**src/rtl/led_mode_ctrl.sv**
```systemverilog
// LED mode controller: OFF / BLINK / CHASE / COUNT patterns on four LEDs,
// stepped once per TICK_CYCLES clocks, with a pause input and mode advance.
// Ports: i_Clk, i_Rst (sync, active-high), i_Next (advance), i_Pause (hold),
//        o_Mode[1:0], o_LED_1..o_LED_4 (registered pattern bits 0..3).
// Config: define LED_MODE_CTRL_EDGE_DETECT_EN to treat i_Next as a level and
//         advance only on its rising edge; otherwise every high cycle advances.
module led_mode_ctrl #(
   parameter int TICK_CYCLES = 12_500_000
) (
   input  logic       i_Clk,
   input  logic       i_Rst,
   input  logic       i_Next,
   input  logic       i_Pause,
   output logic [1:0] o_Mode,
   output logic       o_LED_1,
   output logic       o_LED_2,
   output logic       o_LED_3,
   output logic       o_LED_4
);

   localparam int CW = $clog2(TICK_CYCLES);
   localparam logic [CW-1:0] CNT_MAX = CW'(TICK_CYCLES - 1);

   typedef enum logic [1:0] {
      MODE_OFF   = 2'd0,
      MODE_BLINK = 2'd1,
      MODE_CHASE = 2'd2,
      MODE_COUNT = 2'd3
   } mode_e;

   mode_e          mode_q, mode_d;
   logic [3:0]     pat_q, pat_d;
   logic [CW-1:0]  cnt_q, cnt_d;
   logic           adv;
   logic           tick;

`ifdef LED_MODE_CTRL_EDGE_DETECT_EN
   logic next_q;

   always_ff @(posedge i_Clk) begin
      if (i_Rst) begin
         next_q <= 1'b0;
      end else begin
         next_q <= i_Next;
      end
   end

   assign adv = i_Next & ~next_q;
`else
   assign adv = i_Next;
`endif

   // A paused counter never reaches its tick
   assign tick = ~i_Pause & (cnt_q == CNT_MAX);

   always_ff @(posedge i_Clk) begin
      if (i_Rst) begin
         mode_q <= MODE_OFF;
         pat_q  <= 4'b0000;
         cnt_q  <= '0;
      end else begin
         mode_q <= mode_d;
         pat_q  <= pat_d;
         cnt_q  <= cnt_d;
      end
   end

   always_comb begin
      mode_d = mode_q;
      pat_d  = pat_q;
      cnt_d  = cnt_q;
      if (adv) begin
         // Advance beats pause and tick: new mode, entry pattern, fresh count
         cnt_d = '0;
         unique case (mode_q)
            MODE_OFF: begin
               mode_d = MODE_BLINK;
               pat_d  = 4'b0000;
            end
            MODE_BLINK: begin
               mode_d = MODE_CHASE;
               pat_d  = 4'b0001;
            end
            MODE_CHASE: begin
               mode_d = MODE_COUNT;
               pat_d  = 4'b0000;
            end
            MODE_COUNT: begin
               mode_d = MODE_OFF;
               pat_d  = 4'b0000;
            end
         endcase
      end else if (!i_Pause) begin
         cnt_d = tick ? '0 : cnt_q + 1'b1;
         if (tick) begin
            unique case (mode_q)
               MODE_OFF:   pat_d = 4'b0000;
               MODE_BLINK: pat_d = ~pat_q;
               MODE_CHASE: pat_d = {pat_q[2:0], pat_q[3]};
               MODE_COUNT: pat_d = pat_q + 4'd1;
            endcase
         end
      end
   end

   assign o_Mode  = mode_q;
   assign o_LED_1 = pat_q[0];
   assign o_LED_2 = pat_q[1];
   assign o_LED_3 = pat_q[2];
   assign o_LED_4 = pat_q[3];

endmodule

```
**config.mk**
```make
export PLATFORM = sky130hd
export DESIGN_NAME = led_mode_ctrl
export DESIGN_NICKNAME = d
export VERILOG_FILES = /design/src/rtl/led_mode_ctrl.sv
export SDC_FILE = /design/constraint.sdc
export NUM_CORES = 1
export LEC_CHECK = 0
export ABC_AREA = 1
export BUFFER_PORTS_ARGS = -buffer_cell sky130_fd_sc_hd__buf_2
export CELL_PAD_IN_SITES_DETAIL_PLACEMENT = 1
export CELL_PAD_IN_SITES_GLOBAL_PLACEMENT = 1
export CORE_ASPECT_RATIO = 1.75
export CORE_MARGIN = 5
export CORE_UTILIZATION = 43
export CTS_BUF_LIST = sky130_fd_sc_hd__clkbuf_16
export DETAILED_ROUTE_END_ITERATION = 8
export GPL_TIMING_DRIVEN = 0
export PLACE_DENSITY = 0.89
export SKIP_CTS_REPAIR_TIMING = 1
export SLEW_MARGIN = 5
export SYNTH_ARGS = -nofsm -noshare
export SYNTH_HDL_FRONTEND = slang
export SYNTH_SLANG_ARGS = --single-unit
```
**constraint.sdc**
```tcl
create_clock -name i_Clk -period 1.79 [get_ports i_Clk]
set_clock_uncertainty 0.1 [all_clocks]
set_input_delay 0.179 -clock i_Clk [delete_from_list [all_inputs] [get_ports i_Clk]]
set_output_delay 0.179 -clock i_Clk [all_outputs]
set_load 0.01 [all_outputs]
```
==> results.txt, run 1 <==
- The flow ran to the end, and the final reports show no timing, DRC or antenna violations.
- Cell count after synthesis: 268
- The tree is rooted in a sky130_fd_sc_hd__clkbuf_16.
- Total die area: 5570 sq um
- In the routed layout, each cell is associated on average with a via count of 5.30.
* TritonCTS clock tree: done
- 0 antenna diodes ended up in the layout.
- First-pass GRT wire length: 8.29 mm
- GP Congestion: 0.777
- The detail route stage leaves a number of antenna-violating nets equal to 0.
- After synthesis, flip-flops and latches occupy 33.8% of the total area.
* Clock buffer depth: 2
- The post-route netlist has 17.5% of its cells at a drive strength greater than 1.
- Total cell area at the placement stage: 1880 sq um
- In this run the worst path has a maximum fanout of 4.
- Global routing consumed, on the met2 layer, 38.5% of the routing resources.
- The most used flip-flop cell after synthesis is sky130_fd_sc_hd__dfxtp_1.
- For this design the static power due to leakage is 0.815 nW.
- Clock-pin slew was measured on the worst setup and hold paths at 50 ps.
* Number of antenna violations at the first check in global routing: 0
* Global route total overflow: 0
- Design area: 2050 sq um
- Entering global routing, the biggest net connects 11 pins.
* Count of maximum capacitance violations: 0
- During I/O placement, the number of pins put on the boundary was 10.
* Power per cell area: 759 nW/um^2
- Most repeated library cell on the critical path: sky130_fd_sc_hd__nand2_1
* Crit Path Class: reg2reg
- Setup violations remaining at the end of the flow were counted as 0.
- The tightest min-delay check is of the in2reg type.
- Fraction of registers with async set/reset: 0%
- Starting Density: 43.7%
- Crit path largest cell delay: 410 ps
- Post-synth net total: 279
* Level count of the clock H-tree: 2
- Count of input and output buffers: 9
- Hold Fails Final Rpt: 0
- Number of buffers created by CTS: 5
- The library cells used most frequently in the layout, excluding fill and tap cells, are 64 x sky130_fd_sc_hd__nand2_1, 50 x sky130_fd_sc_hd__nor2_1, 28 x sky130_fd_sc_hd__inv_1, 28 x sky130_fd_sc_hd__dfxtp_1, 24 x sky130_fd_sc_hd__nand3_1.
- The first detailed-routing pass took 4 iterations.
- Final layout net count: 295
- The die is 58.6 um wide.
- Post-synthesis to final-layout area growth: 15.1%
- Distinct cell type count after synthesis: 28
- Across every metal layer, demand over resource in global routing totals 19.4%.
- The clock period could shrink to 1680 ps.
- Counting instances, the worst hold path has a depth of 2.
- Most common cell after layout, fill and taps aside: sky130_fd_sc_hd__nand2_1
- For this run, the number of Yosys warnings is 0.
- In this run, synthesis produced a sequential element count of 30.
* Final worst setup slack: 107 ps
- Crit path required time: 1900 ps
- Worst-path cell with the longest stage delay: sky130_fd_sc_hd__dfxtp_1
* Nature of the critical path endpoint: flip-flop
- At the placement stage, the worst setup path has a slack of -20.0 ps.
- The critical path goes through nand3_1, nor2_2, nand2_1, nor2_1, nand2_1, nand2_1, nand2_1, nor2_1.
- TritonCTS Sinks: 30
* Met1 track utilization from global routing: 18.9%
* Number of global-route vias before repair: 1845
* Tightest hold margin: 9.63 ps
* Avg Cell Area, Syn: 6.63 sq um
- The global routing stage identified its most utilized layer as met2.
- In this run the standard cell core region covers 4070 sq um.
- In this run the core area contains 31 standard-cell rows.
- Initial DRC Count: 14
- Data arrival time of the worst path: 1790 ps
- In the global route stage, met3 resource usage came out at 3.25%.
* Syn Std Cell Area: 1780 sq um
- Headroom to the max-slew limit came out at 72.7%.
- For this run, the top clock speed supported by timing is 594 MHz.
- Tot Pwr: 1.55 mW
* DRC violation count after routing: 0
- For the pin with the worst max-slew slack, the measured transition is 409 ps.
- Aggregate routed wire length: 4.87 mm
- Worst IR drop on VDD: 0.613 mV
- Height of the die: 95.1 um
* Max Transition Viols Final: 0
- Measured in cells, the most critical reg-to-reg path has a length of 8.
- Clock Latency Late Sink: 270 ps
* Number of enable-type register cells in the synthesized netlist: 0
* Count of vias placed by the detailed router: 1770
* WL per Instance: 14.6 um
- Final period utilization: 94.0%
- Critical path startpoint category: flip-flop
* Placed wire-length estimate: 3.62 mm
-- logic make-up (layout without fill, tap and decap cells) --
logic type | Yosys count | in the layout | share of synthesized area (%)
AO/OA/AOI/OAI | 16 | 16 | 4.78
flip-flops | 30 | 30 | 33.8
XOR/XNOR | 4 | 4 | 1.97
buffers and inverters | 35 | 52 | 7.95
AND/OR/NAND/NOR | 176 | 176 | 46.6
adder cells (fa/ha/maj) | 7 | 7 | 4.93
-- layer usage --
layer,up-vias,wire length [um]
met1,855,1780
met4,0,165
met5,-,0
met2,21,2810
met3,14,121
li1,880,-
-- path summary, 6_finish.rpt --
kind,to,from,slack (ps)
max,cnt_q[17],cnt_q[2],110
min,o_Mode[1],i_Rst,10
max reg2reg,cnt_q[17],cnt_q[2],110
min reg2reg,cnt_q[0],cnt_q[0],400
-- area by class of cell --
type                    instances  area (sq um)
well taps                      49          61.3
inverters                      34           130
fillers                       561          2030
plain buffers                   1          11.3
repair buffers                  9          45.0
clock inverters                 3          12.5
multi-input cells             203          1060
flip-flops and latches         30           603
clock buffers                   5           125
-- stage by stage --
| stage | cells | util [%] | setup TNS (ps) |
|---|---|---|---|
| 6_report | 334 | 50.2 | 0 |
| 5_1_grt | 334 | 50.2 | -34.2 |
| 4_1_cts | 334 | 49.6 | -283 |
| 3_5_place_dp | 326 | 46.3 | -85.8 |
| 3_3_place_gp | 326 | 46.3 | 0 |
| 2_1_floorplan | 268 | - | 0 |
-- cells in the mapped netlist (2+ instances only) --
library cell               instances  area share (%)
sky130_fd_sc_hd__nand4_1           6             2.1
sky130_fd_sc_hd__nor2_2            7             2.5
sky130_fd_sc_hd__inv_1            27             5.7
sky130_fd_sc_hd__nand2_2           7             2.5
sky130_fd_sc_hd__a21oi_1           9             2.5
sky130_fd_sc_hd__nor3_1            5             1.4
sky130_fd_sc_hd__o21ai_0           4             1.1
sky130_fd_sc_hd__or2_2             2            0.70
sky130_fd_sc_hd__nand2_4           2             1.3
sky130_fd_sc_hd__nor2_1           50              11
sky130_fd_sc_hd__o211ai_1          2            0.84
sky130_fd_sc_hd__nor2_4            3             1.9
sky130_fd_sc_hd__xor2_1            3             1.5
sky130_fd_sc_hd__dfxtp_1          30              34
sky130_fd_sc_hd__nor3_2            2             1.1
sky130_fd_sc_hd__inv_2             5             1.1
sky130_fd_sc_hd__nand2_1          64              14
sky130_fd_sc_hd__ha_1              7             4.9
sky130_fd_sc_hd__nand3_1          24             6.8
-- worst max-delay path, delay by kind of cell (launching register included) --
family / cells / cell delay [ps]
DFF: 1 / 410
and+or+nand+nor: 8 / 1120
-- sequential cells by signal, indices dropped and copies added, names as in the netlist --
signal  flops
cnt_q      24
pat_q       4
o_Mode      2
-- power breakdown --
part | total, mW | internal, mW | leakage, nW | switching (mW)
clock | 0.779 | 0.501 | 0.0724 | 0.278
combinational | 0.0876 | 0.0307 | 0.500 | 0.0569
sequential | 0.686 | 0.676 | 0.243 | 0.00993
total | 1.55 | 1.21 | 0.815 | 0.345
Power figures use the tool's default switching activity.
==> run 2: changes to the inputs <==
Settings changed: CORE_ASPECT_RATIO 1.75 to 0.7, CORE_UTILIZATION 43 to 46, PLACE_DENSITY 0.89 to 0.94.
Clock period 1.79 ns to 2 ns, I/O delays scaled along.
==> run 2 against run 1 <==
Compared with the run above:
- via count is 1.9% higher
- first-iteration DRC count grew to 5.9 times the previous value
- cell count is 0.30% higher
- clock power is 7.3% lower
- non-clock buffer count stayed put
- sequential power is 10% lower
- highest routed layer unchanged
- largest cell class unchanged
- global-route usage is 3.8 points higher
- critical path depth is 3 higher
- critical endpoint is now cnt_q[16]
- sequential share of layout area is 0.17 points higher
- register-to-register slack hardly changed
==> results.txt, run 2 (same netlist as run 1, synthesis figures left out) <==
- Run status: complete, no violations
- The number of flip-flops in the largest register came to 24 (unchanged).
- Counting flops per register, the top entry is cnt_q.
* Power per cell area: 700 nW/um^2 (-7.7%)
- The buffer depth of the longest clock path is 2 (unchanged).
- The worst setup path is of the reg2reg kind.
- The number of clock sinks seen by CTS was 30 (unchanged).
* Highest metal layer with signal wires: met4
* Post-Place Worst Slack: 166 ps (+186 ps)
- The shortest clock period the worst path allows after layout was 1900 ps (+220 ps).
* Register-to-register setup slack: 100 ps (about the same)
- Leaving out fill and tap cells, the most frequent cells in the layout are 64 x sky130_fd_sc_hd__nand2_1, 50 x sky130_fd_sc_hd__nor2_1, 30 x sky130_fd_sc_hd__dfxtp_1.
* Crit path largest cell delay: 410 ps (about the same)
* Critical path origin: cnt_q[0]
- The number of I/O port buffers was 9 (unchanged).
- Fill cell total of the finished layout: 502 (-11%)
- The critical path goes through ha_2, nand2_1, inv_1, nand2_1, nor2_2, nand3_4, nand2_4, inv_4, buf_6, nand2_1, nor2_1.
- Max Clk Rate: 526 MHz (-12%)
- The number of vias in the routed layout is 1803 (+1.9%).
- The worst register-to-register path ends at cnt_q[16].
* Data arrival time of the worst path: 1970 ps (+180 ps)
* Critical Path End: cnt_q[16]
- The horizontal die dimension was 84.3 um (+44%).
* Total core area: 3630 sq um (-11%)
- Placed wire-length estimate: 3.86 mm (+6.6%)
- Cell leakage power: 0.812 nW (-0.38%)
- The worst setup margin was 97.3 ps (-9.72 ps).
- The slew at the pin closest to its max-slew limit came to 336 ps (-72.8 ps).
* Register area: 601 sq um (-0.41%)
* Level count of the clock H-tree: 2 (unchanged)
- Met1 WL: 2.58 mm (+45%)
- The amount of wire on met2 after detailed routing came to 2.59 mm (-7.9%).
* Reg-to-Reg Start: cnt_q[0]
* Max Transition Viols Final: 0 (unchanged)
- Site Rows: 18 (-42%)
- GRT Overall Usage: 23.3% (+3.8 points)
* Total die area: 5230 sq um (-6.2%)
* Nature of the critical path endpoint: flip-flop
* Most common cell after layout, fill and taps aside: sky130_fd_sc_hd__nand2_1
- Antenna cells: 0 (unchanged)
* Global route total overflow: 0 (unchanged)
- Count of maximum capacitance violations: 0 (unchanged)
- The number of global-route vias before repair was 1855 (+0.54%).
* WL per Instance: 16.6 um (+14%)
* Final period utilization: 95.1% (+1.1 points)
- R2r worst-path depth: 11 (+3)
- The final-stage net count came to 295 (unchanged).
- GP Congestion: 0.793 (+2.0%)
- The required time of the critical path came to 2070 ps (+170 ps).
* DRC violation count after routing: 0 (unchanged)
* Starting Density: 49.0% (+5.4 points)
- Worst IR drop on VDD: 0.450 mV (-27%)
* Worst-path cell with the longest stage delay: sky130_fd_sc_hd__dfxtp_1
* Met3 WL: 307 um (+150%)
- The pin count of the biggest net entering global routing came to 11 (unchanged).
* ANT nets after route: 0 (unchanged)
- The average via count per standard cell came to 5.38 (+1.6%).
* Final standard cell utilization of the core: 55.9% (+5.6 points)
- STA classifies the critical path startpoint as a flip-flop.
- Post-synthesis to final-layout area growth: 13.9%
* Clock Latency Late Sink: 280 ps (about the same)
- Worst min path class: in2reg
- Initial DRC Count: 83 (+69)
- The fraction of layout cells with a size suffix above 1 came to 16.8% (-0.70 points).
- Slew Limit Headroom: 77.5% (+4.8 points)
- The multi-input combinational cell area is 1040 sq um (-1.8%).
- Hold Fails Final Rpt: 0 (unchanged)
- The number of optimization iterations in the first detailed-route pass was 4 (unchanged).
- The number of buffers created by CTS came to 5 (unchanged).
* Number of setup violations in the final report: 0 (unchanged)
- Crit path max fanout: 10 (+6)
* Height of the die: 62.0 um (-35%)
* Clock root cell: sky130_fd_sc_hd__clkbuf_16
- TritonCTS built the clock tree.
- By instance count, the cell type seen most on the critical path is sky130_fd_sc_hd__nand2_1.
- Clock slew seen by the registers of the worst setup and hold paths: 50 ps (about the same)
- The global-route wire length before repair was 9.20 mm (+11%).
* Boundary Pins: 10 (unchanged)
- Aggregate routed wire length: 5.57 mm (+14%)
- Number of antenna violations at the first check in global routing: 0 (unchanged)
run 2: cell counts in the layout (fill, tap and decap cells not counted):
No cell type changed its count.
run 2: layer usage:
layer	vias to the layer above	global-route usage, %
met3	10	5.27
li1	878	-
met5	-	0
met4	0	13.1
met2	39	37.8
met1	876	29.5
run 2: per-stage QoR:
step,power [mW],instances,hold WS [ps],area [sq um],TNS (ps)
final,1.42,335,21.0,2030,0
after global routing,1.47,335,26.5,2030,-43.4
after CTS,1.42,335,19.8,2020,0
after detailed placement,0.707,327,313,1890,0
after global placement,0.698,327,309,1890,0
after floorplan,0.673,268,172,1780,0
run 2: worst min-delay path by stage:
stage / startpoint / to / slack (ps) / depth (start not counted)
2_1_floorplan: i_Rst / o_Mode[1] / 170 / 1
3_3_place_gp: i_Rst / o_Mode[1] / 310 / 2
3_5_place_dp: i_Rst / o_Mode[1] / 310 / 2
4_1_cts: i_Rst / o_Mode[1] / 20 / 2
5_1_grt: i_Rst / o_Mode[1] / 30 / 2
6_report: i_Rst / o_Mode[1] / 20 / 2
run 2: power by group:
| group | switching, mW | internal, mW | leakage [nW] | total (mW) |
|---|---|---|---|---|
| Sequential | 0.00976 | 0.604 | 0.242 | 0.614 |
| Clock | 0.273 | 0.449 | 0.0724 | 0.722 |
| Combinational | 0.0558 | 0.0273 | 0.498 | 0.0831 |
run 2: cell type report:
| type | count | area share [%] |
|---|---|---|
| Timing Repair Buffer | 9 | 2.22 |
| Clock inverter | 3 | 0.618 |
| Buffer | 1 | 0.556 |
| Tap cell | 50 | 3.09 |
| Multi-Input combinational cell | 203 | 51.3 |
| Sequential cell | 30 | 29.6 |
| Inverter | 34 | 6.42 |
| Clock buffer | 5 | 6.18 |
run 2: critical path: cells and delay by family (launching register included):
kind,cells,cell delay (ps)
buffers and inverters,3,290
adder cells (fa/ha/maj),1,280
flip-flops,1,410
AND/OR/NAND/NOR,7,730
==> run 3: changes to the inputs <==
--- a/config.mk
+++ b/config.mk
@@ -16,5 +16,5 @@
 export DETAILED_ROUTE_END_ITERATION = 8
 export GPL_TIMING_DRIVEN = 0
-export PLACE_DENSITY = 0.94
+export PLACE_DENSITY_LB_ADDON = 0.1
 export SKIP_CTS_REPAIR_TIMING = 1
 export SLEW_MARGIN = 5
==> constraint.sdc (replaced) <==
create_clock -name i_Clk -period 2 [get_ports i_Clk]
set_clock_uncertainty 0.1 [all_clocks]
set_input_delay 0.4 -clock i_Clk [delete_from_list [all_inputs] [get_ports i_Clk]]
set_output_delay 0.4 -clock i_Clk [all_outputs]
set_load 0.01 [all_outputs]
==> run 3 against run 2 <==
Compared with the run above:
- sequential share of layout area is essentially flat
- cell count is the same
- non-clock buffer count stayed put
- flip-flop and latch count stayed put
- register-to-register slack gained 90 ps
- highest routed layer unchanged
==> results.txt, run 3 (same netlist as run 1, synthesis figures left out) <==
- Run status: complete, no violations
- Register area: 601 sq um (unchanged)
- The area of the die came to 5230 sq um (unchanged).
- The power share of the clock group is 50.6% (-0.3 points).
* Clock buffer depth: 2 (unchanged)
* First-pass GRT wire length: 8.67 mm (-5.8%)
- Post-synthesis to final-layout area growth: 13.8%
- The number of I/O port buffers came to 9 (unchanged).
- Most utilized layer in the global route result: met2
- The cell that appears most often on the critical path is sky130_fd_sc_hd__nand2_1.
- Slew Limit Headroom: 77.6% (+0.13 points)
* Met3 Track Usage GR: 4.87% (-0.40 points)
- The total overflow reported by the global router was 0 (unchanged).
- Crit path required time: 2070 ps (about the same)
- Setup repair after global routing left no endpoint under its margin.
- Met2 demand-to-capacity share in global routing: 36.6% (-1.1 points)
- The number of buffers created by CTS is 5 (unchanged).
- The number of violations of the max-capacitance limit was 0 (unchanged).
- Level count of the clock H-tree: 2 (unchanged)
- The number of placement rows was 18 (unchanged).
* FF-to-FF End: cnt_q[18]
- GP Congestion: 0.814 (+2.7%)
- Largest register by flop count: cnt_q
- Number of setup violations in the final report: 0 (unchanged)
- Cell chain of the critical path: ha_1, nand2_1, inv_1, nand2_1, nor2_2, nand3_4, nand2_4, inv_4, buf_6, nand2_1, nor2_1
* Final worst setup slack: 189 ps (+92.0 ps)
- The initial antenna violation count is 0 (unchanged).
- The final-layout setup total negative slack is 0 ps (unchanged).
- Nature of the critical path endpoint: flip-flop
* GRT Overall Usage: 21.2% (-2.0 points)
- In this run the worst hold path is classified as in2reg.
* Boundary Pins: 10 (unchanged)
* Critical path startpoint category: flip-flop
- Tot Pwr: 1.40 mW (-1.4%)
* Final period utilization: 90.5% (-4.6 points)
* Power per cell area: 692 nW/um^2 (-1.2%)
* Register-to-register setup slack: 190 ps (+90 ps)
* Proportion of layout cells with a drive suffix above 1: 16.5% (-0.35 points)
- The antenna diode count was 0 (unchanged).
- The average via count per standard cell is 5.09 (-5.5%).
- The cell sitting at the root of the clock tree is a sky130_fd_sc_hd__clkbuf_16.
- The peak clock frequency supported by timing came to 552 MHz (+5.1%).
- The final-layout fill cell count came to 497 (-1.0%).
- The leakage power summed over all cells is 0.815 nW (+0.36%).
- Crit path max fanout: 10 (unchanged)
- The pin count of the biggest net entering global routing was 11 (unchanged).
* Int Pwr: 1.08 mW (about the same)
* Share of total power consumed by net switching: 22.8% (-1.0 points)
- The detailed placement HPWL was 3.54 mm (-8.1%).
* WL per Instance: 14.6 um (-13%)
- The number of buffers and inverters on the critical path came to 3 (unchanged).
- In this run the most critical hold path is launched from i_Rst.
- The worst reg2reg path depth came to 11 (unchanged).
- The number of flip-flops in the largest register is 24 (unchanged).
* Count of vias placed by the detailed router: 1704 (-5.5%)
* Clock slew seen by the registers of the worst setup and hold paths: 50 ps (about the same)
* Crit Path Class: reg2reg
- Starting Density: 49.0% (unchanged)
- Post-Place Worst Slack: 235 ps (+69.5 ps)
- Leaving out fill and tap cells, the most frequent cell in the layout is sky130_fd_sc_hd__nand2_1.
- The final-stage net count is 295 (unchanged).
* Switching power: 0.320 mW (-5.5%)
* Post-Layout Cell Count: 335 (unchanged)
* Final standard cell utilization of the core: 55.8% (-0.069 points)
* Data arrival time of the worst path: 1880 ps (-90 ps)
* Max Transition Viols Final: 0 (unchanged)
- The depth of the worst hold-timing path came to 2 (unchanged).
- Most used cells in the layout excluding fill and tap cells: 64 x sky130_fd_sc_hd__nand2_1, 50 x sky130_fd_sc_hd__nor2_1, 30 x sky130_fd_sc_hd__dfxtp_1
- The kind of cell with the highest combined delay along the critical path is simple AND/OR/NAND/NOR gates.
* Number of optimization iterations in the first detailed-route pass: 4 (unchanged)
* Met1 track utilization from global routing: 27.7% (-1.8 points)
* Total core area: 3630 sq um (unchanged)
- The startpoint identified for the worst register-to-register timing path is cnt_q[0].
* Multi-input gate area in the final layout: 1040 sq um (-0.24%)
- The source-to-sink clock delay at the later pin of the worst-skew pair was 280 ps (about the same).
* Worst-path cell with the longest stage delay: sky130_fd_sc_hd__dfxtp_1
- Combinational power share: 5.6% (-0.3 points)
- The detailed-route wire length came to 4.88 mm (-13%).
- The horizontal die dimension was 84.3 um (unchanged).
- Worst IR drop on VDD: 0.474 mV (+5.4%)
- The die height is 62.0 um (unchanged).
* Worst Hold Endpoint: o_Mode[1]
- Initial DRC Count: 84 (+1.2%)
- The number of antenna-violating nets in the routed design was 0 (unchanged).
* TritonCTS Sinks: 30 (unchanged)
- The number of global-route vias before repair is 1755 (-5.4%).
- Register share of total power: 43.8% (+0.5 points)
- Shortest period the worst path allows: 1810 ps (-92.0 ps)
- Hold Fails Final Rpt: 0 (unchanged)
* TritonCTS clock tree: done
* Crit path largest cell delay: 370 ps (-40 ps)
- The DRC violation count after routing came to 0 (unchanged).
* Placed Instances: 327 (unchanged)
- The slew at the pin closest to its max-slew limit is 334 ps (-2.01 ps).
==> run 3: stage by stage <==
| step | cell area (sq um) | hold WS, ps |
|---|---|---|
| floorplan | 1780 | 372 |
| global placement | 1890 | 393 |
| detailed placement | 1890 | 404 |
| CTS | 2020 | 219 |
| global route | 2020 | 226 |
| finish | 2020 | 218 |
==> run 3: power by group through the flow <==
stage	clock network, mW	registers (mW)	logic [mW]
2_1_floorplan	0	0.625	0.0477
3_3_place_gp	0	0.624	0.0741
3_5_place_dp	0	0.625	0.0775
4_1_cts	0.716	0.613	0.0792
5_1_grt	0.752	0.614	0.0897
6_report	0.708	0.613	0.0786
==> run 3: layout make-up <==
| type | instances | area share, % |
|---|---|---|
| well taps | 50 | 3.09 |
| flip-flops and latches | 30 | 29.7 |
| multi-input cells | 203 | 51.2 |
| clock inverters | 3 | 0.618 |
| clock buffers | 5 | 6.18 |
| repair buffers | 9 | 2.23 |
| inverters | 34 | 6.43 |
| plain buffers | 1 | 0.557 |
==> run 3: how the worst max path moves through the flow <==
stage	startpoint	to	slack [ps]	cells after the start
finish	cnt_q[0]	cnt_q[18]	190	11
floorplan	cnt_q[0]	cnt_q[18]	450	11
global placement	cnt_q[0]	cnt_q[12]	260	11
detailed placement	cnt_q[0]	cnt_q[19]	240	11
global route	cnt_q[0]	cnt_q[18]	40	11
CTS	cnt_q[0]	cnt_q[18]	180	11
==> run 3: per-layer routing <==
layer / vias to the layer above / part of all wire [%]
met3: 8 / 2.5
li1: 877 / -
met4: 0 / 1.0
met5: - / 0
met1: 804 / 52
met2: 15 / 45
